--- src/rtl/spi_status_ctrl.sv ---
// SPI status register: sticky per-flag status bits set/cleared by core events,
// software clear by write-1-to-clear or read-status-then-access-data, per-flag
// overrun capture and a masked interrupt request.
module spi_status_ctrl #(
    parameter int          N_FLAGS  = 8,
    parameter logic [31:0] RST_VAL  = 32'h0000_0000,
    parameter bit          CLR_MODE = 1'b0
) (
    input  logic               clk,
    input  logic               rst,
    input  logic [N_FLAGS-1:0] hw_set,
    input  logic [N_FLAGS-1:0] hw_clr,
    input  logic               sr_rd,
    input  logic               dr_acc,
    input  logic               wr_en,
    input  logic [N_FLAGS-1:0] wr_data,
    input  logic [N_FLAGS-1:0] irq_en,
    output logic [N_FLAGS-1:0] status,
    output logic [N_FLAGS-1:0] ovr,
    output logic               irq
);

    // Only the low N_FLAGS bits of the reset value are meaningful.
    localparam logic [N_FLAGS-1:0] RST_STATUS = RST_VAL[N_FLAGS-1:0];

    // Flags the CPU saw set at its last status read; only used in sequence mode.
    logic [N_FLAGS-1:0] armed;

    logic [N_FLAGS-1:0] sw_clr;
    logic [N_FLAGS-1:0] any_clr;
    logic [N_FLAGS-1:0] ovr_set;
    logic [N_FLAGS-1:0] status_nxt;
    logic [N_FLAGS-1:0] ovr_nxt;
    logic [N_FLAGS-1:0] armed_nxt;

    // Next-state for status, overrun and armed; hw_set beats every clear.
    always_comb begin
        sw_clr    = '0;
        armed_nxt = '0;
        if (CLR_MODE) begin
            sw_clr = dr_acc ? armed : '0;
            // A data access consumes the armed set; a status read in the same
            // cycle re-arms from the pre-update status.
            if (sr_rd)
                armed_nxt = status;
            else if (dr_acc)
                armed_nxt = '0;
            else
                armed_nxt = armed;
        end else begin
            sw_clr = wr_en ? wr_data : '0;
        end
        any_clr    = hw_clr | sw_clr;
        // Overrun: a new event lands on an already-set flag that is not being
        // cleared this cycle.
        ovr_set    = hw_set & status & ~any_clr;
        ovr_nxt    = ovr_set | (ovr & ~sw_clr);
        status_nxt = hw_set | (status & ~any_clr);
    end

    // State registers with synchronous reset; reset discards any armed sequence.
    always_ff @(posedge clk) begin
        if (rst) begin
            status <= RST_STATUS;
            ovr    <= '0;
            armed  <= '0;
        end else begin
            status <= status_nxt;
            ovr    <= ovr_nxt;
            armed  <= armed_nxt;
        end
    end

    // Interrupt follows registered status and the live enable mask.
    always_comb begin
        irq = |(status & irq_en);
    end

endmodule

--- config.mk ---
export PLATFORM = sky130hd
export DESIGN_NAME = spi_status_ctrl
export DESIGN_NICKNAME = d
export VERILOG_FILES = /design/src/rtl/spi_status_ctrl.sv
export SDC_FILE = /design/constraint.sdc
export NUM_CORES = 1
export LEC_CHECK = 0
export CAP_MARGIN = 20
export CORE_ASPECT_RATIO = 0.6
export CORE_MARGIN = 8
export CORE_UTILIZATION = 29
export DETAILED_ROUTE_END_ITERATION = 8
export GPL_TIMING_DRIVEN = 0
export MAX_ROUTING_LAYER = met4
export PLACE_DENSITY_LB_ADDON = 0.3
export SYNTH_ARGS = -nofsm -noshare
export SYNTH_HDL_FRONTEND = slang
export SYNTH_SLANG_ARGS = --single-unit
export TNS_END_PERCENT = 10
--- constraint.sdc ---
create_clock -name clk -period 0.8 [get_ports clk]
set_input_delay 0.12 -clock clk [delete_from_list [all_inputs] [get_ports clk]]
set_output_delay 0.12 -clock clk [all_outputs]
set_load 0.005 [all_outputs]
==> load_flow_metrics.sql <==
INSERT INTO impl_metrics (metric_group, metric, value, unit) VALUES
('sta', 'clock-skew-final', '0.000469', 'ns'),
('outcome', 'violations', 'setup timing', ''),
('power_and_ir_drop', 'swShare', '22.9', '%'),
('yosys', 'syn-cell-area', '702', 'sq um'),
('worst_hold_path', 'worst_hold_path.num_cells', '2', ''),
('power_and_ir_drop', 'intPower', '1.57', 'mW'),
('layout', 'post-route-util', '61.3', '%'),
('yosys', 'gate_count_after_technology_mapping', '72', ''),
('power_and_ir_drop', 'clock_power_share', '35.2', '%'),
('clock_tree', 'clkTransAtPathRegs', '0.06', 'ns'),
('layout', 'numnets_final', '167', ''),
('floorplanning', 'initial_core_utilization', '31.5', '%'),
('global_route', 'first_global_vias', '768', ''),
('clock_tree', 'post_cts_hold_buffer_count', '0', ''),
('yosys', 'post_synth_and_or_nand_nor_area_fraction', '26.2', '%'),
('power_and_ir_drop', 'p_leak', '0.541', 'nW'),
('outcome', 'status', 'finished, violations left', ''),
('setup_path', 'worst-endpoint-required', '0.68', 'ns'),
('sta', 'finalSetupTns', '-1.33', 'ns'),
('setup_path', 'register_to_register_setup_slack', '-0.20', 'ns'),
('yosys', 'synth_top_family_by_area', 'simple AND/OR/NAND/NOR gates', ''),
('floorplanning', 'io_pins', '54', ''),
('routing', 'drt-total-wl', '2.23', 'mm'),
('placed_design', 'detailed_place_hpwl', '1.77', 'mm'),
('sta', 'final-hold-violation-count', '0', ''),
('floorplanning', 'die_h', '54.1', 'um'),
('layout', 'diodes', '0', ''),
('sta', 'worst_slew_pin_slew', '0.248', 'ns'),
('setup_path', 'worstSetupStartpointType', 'flip-flop', ''),
('yosys', 'yosys.area_share.adder', '0', '%'),
('setup_path', 'critical_path_arrival', '1.01', 'ns'),
('global_route', 'number_of_antenna_violations_at_the_first_check_in_global_routing', '0', ''),
('sta', 'max-slew-margin-rel', '83.5', '%'),
('routing', 'first_iter_violations', '27', ''),
('power_and_ir_drop', 'sequentialPowerShare', '42.9', '%'),
('clock_tree', 'cts_max_level', '1', ''),
('placed_design', 'gp_congestion', '0.709', ''),
('clock_tree', 'cts_inserted_buffers', '3', ''),
('sta', 'worst_slack', '-0.333', 'ns'),
('yosys', 'synth.net_count', '109', ''),
('yosys', 'synthMuxAreaShare', '0', '%'),
('yosys', 'synth-compound-area-share', '24.2', '%'),
('layout', 'area_delta_synth_final', '94.5', '%'),
('routing', 'route.detailed.wl_per_inst', '14.0', 'um'),
('power_and_ir_drop', 'combinational_power_share', '21.9', '%'),
('sta', 'final.min_clock_period', '1.13', 'ns'),
('yosys', 'ys_types', '15', ''),
('clock_tree', 'cts_tree', 'done', ''),
('global_route', 'grtUsageTotal', '11.5', '%'),
('floorplanning', 'std_cell_rows', '13', ''),
('flow_run', 'max_cap_viol_count', '0', ''),
('global_route', 'grt_max_degree', '11', ''),
('worst_hold_path', 'timing.hold.worst.class', 'in2reg', ''),
('setup_path', 'crit_path_end_kind', 'output port', ''),
('setup_path', 'crit_type', 'reg2out', ''),
('floorplanning', 'floorplan.die_area', '0.00430', 'sq mm'),
('yosys', 'synth.ff_latch_count', '16', ''),
('clock_tree', 'clock_latency', '0.25', 'ns'),
('power_and_ir_drop', 'netSwitchingPower', '0.464', 'mW'),
('floorplanning', 'die_width', '79.5', 'um'),
('sta', 'report.final.slew_viol_count', '0', ''),
('yosys', 'syn_area_per_cell', '9.75', 'sq um'),
('global_route', 'wire_length_of_the_first_global_routing_pass', '3.66', 'mm'),
('setup_path', 'critical_path.max_fanout', '2', ''),
('placed_design', 'detailedPlace.worstSlack', '-0.663', 'ns'),
('yosys', 'synthesis.yosys.warnings', '0', ''),
('placed_design', 'placement.io_buffers', '50', ''),
('yosys', 'synth-seq-area-share', '45.6', '%'),
('sta', 'setup-violations-final', '22', ''),
('setup_path', 'rr_worst_depth', '5', ''),
('sta', 'rsz0062_at_grt', 'true', '');
==> per-layer routing <==
layer  share of wire (%)  GRT usage, %
met5                   0             -
met4                   0          2.74
met3                  15          7.81
met2                  41          16.0
met1                  43          13.1
==> worst max-delay path: stages (launching register included) <==
cell and delay, ns:
sky130_fd_sc_hd__dfxtp_2 0.33, sky130_fd_sc_hd__a22oi_2 0.17, sky130_fd_sc_hd__nand4_1 0.12, sky130_fd_sc_hd__buf_2 0.15
==> final cells by class <==
type / count / area [sq um]
flip-flops and latches: 16 / 340
clock buffers: 4 / 55.1
multi-input cells: 53 / 404
well taps: 30 / 37.5
repair buffers: 53 / 500
fillers: 196 / 863
plain buffers: 3 / 27.5
==> timing repair <==
| action | in CTS | in global routing |
|---|---|---|
| setup endpoints to repair | 33 | 31 |
| hold endpoints to repair | 0 | 0 |
| pin swaps | 7 | 3 |
| buffers inserted | 2 | 1 |
| gates cloned | 0 | 0 |
| resized for setup | 98 | 10 |
==> synthesized netlist by cell type <==
cell	n
sky130_fd_sc_hd__nand2_2	4
sky130_fd_sc_hd__nor2b_4	4
sky130_fd_sc_hd__and2b_1	2
sky130_fd_sc_hd__nand4_1	1
sky130_fd_sc_hd__nand2_1	4
sky130_fd_sc_hd__buf_6	2
sky130_fd_sc_hd__nor2_1	8
sky130_fd_sc_hd__buf_2	1
sky130_fd_sc_hd__a21oi_2	4
sky130_fd_sc_hd__nor3b_2	2
sky130_fd_sc_hd__a22oi_1	4
sky130_fd_sc_hd__dfxtp_1	16
sky130_fd_sc_hd__a211oi_1	6
sky130_fd_sc_hd__nor2b_1	2
sky130_fd_sc_hd__a21oi_1	12
==> sequential cells by signal (all words and copies together), names as in the netlist <==
register,cells
ovr,8
status,8
==> stage by stage <==
step | cell area, sq um | cells | power, mW | hold slack [ns]
finish | 1370 | 159 | 2.03 | 0.129
global route | 1370 | 159 | 2.15 | 0.137
CTS | 1310 | 158 | 2.02 | 0.150
detailed placement | 1240 | 152 | 1.30 | 0.422
global placement | 1240 | 152 | 1.30 | 0.425
floorplan | 702 | 72 | 1.01 | 0.220
==> final timing paths <==
check,startpoint,to
worst max-delay path,status[6],irq
worst min-delay path,rst,ovr[6]
worst max register to register,status[6],ovr[6]
worst min register to register,ovr[4],ovr[4]
==> power groups by stage <==
| stage | clock network [mW] | logic, mW | registers, mW |
|---|---|---|---|
| global route | 0.792 | 0.483 | 0.877 |
| detailed placement | 0 | 0.427 | 0.877 |
| finish | 0.715 | 0.445 | 0.871 |
| global placement | 0 | 0.423 | 0.876 |
| CTS | 0.724 | 0.427 | 0.869 |
| floorplan | 0 | 0.132 | 0.877 |
==> cells by family (layout without fill, tap and decap cells) <==
kind of cell,count (synthesis),count (layout)
AO/OA/AOI/OAI,26,26
buffers and inverters,3,60
flip-flops,16,16
AND/OR/NAND/NOR,27,27
No activity file was read; power rests on OpenSTA's default activity.
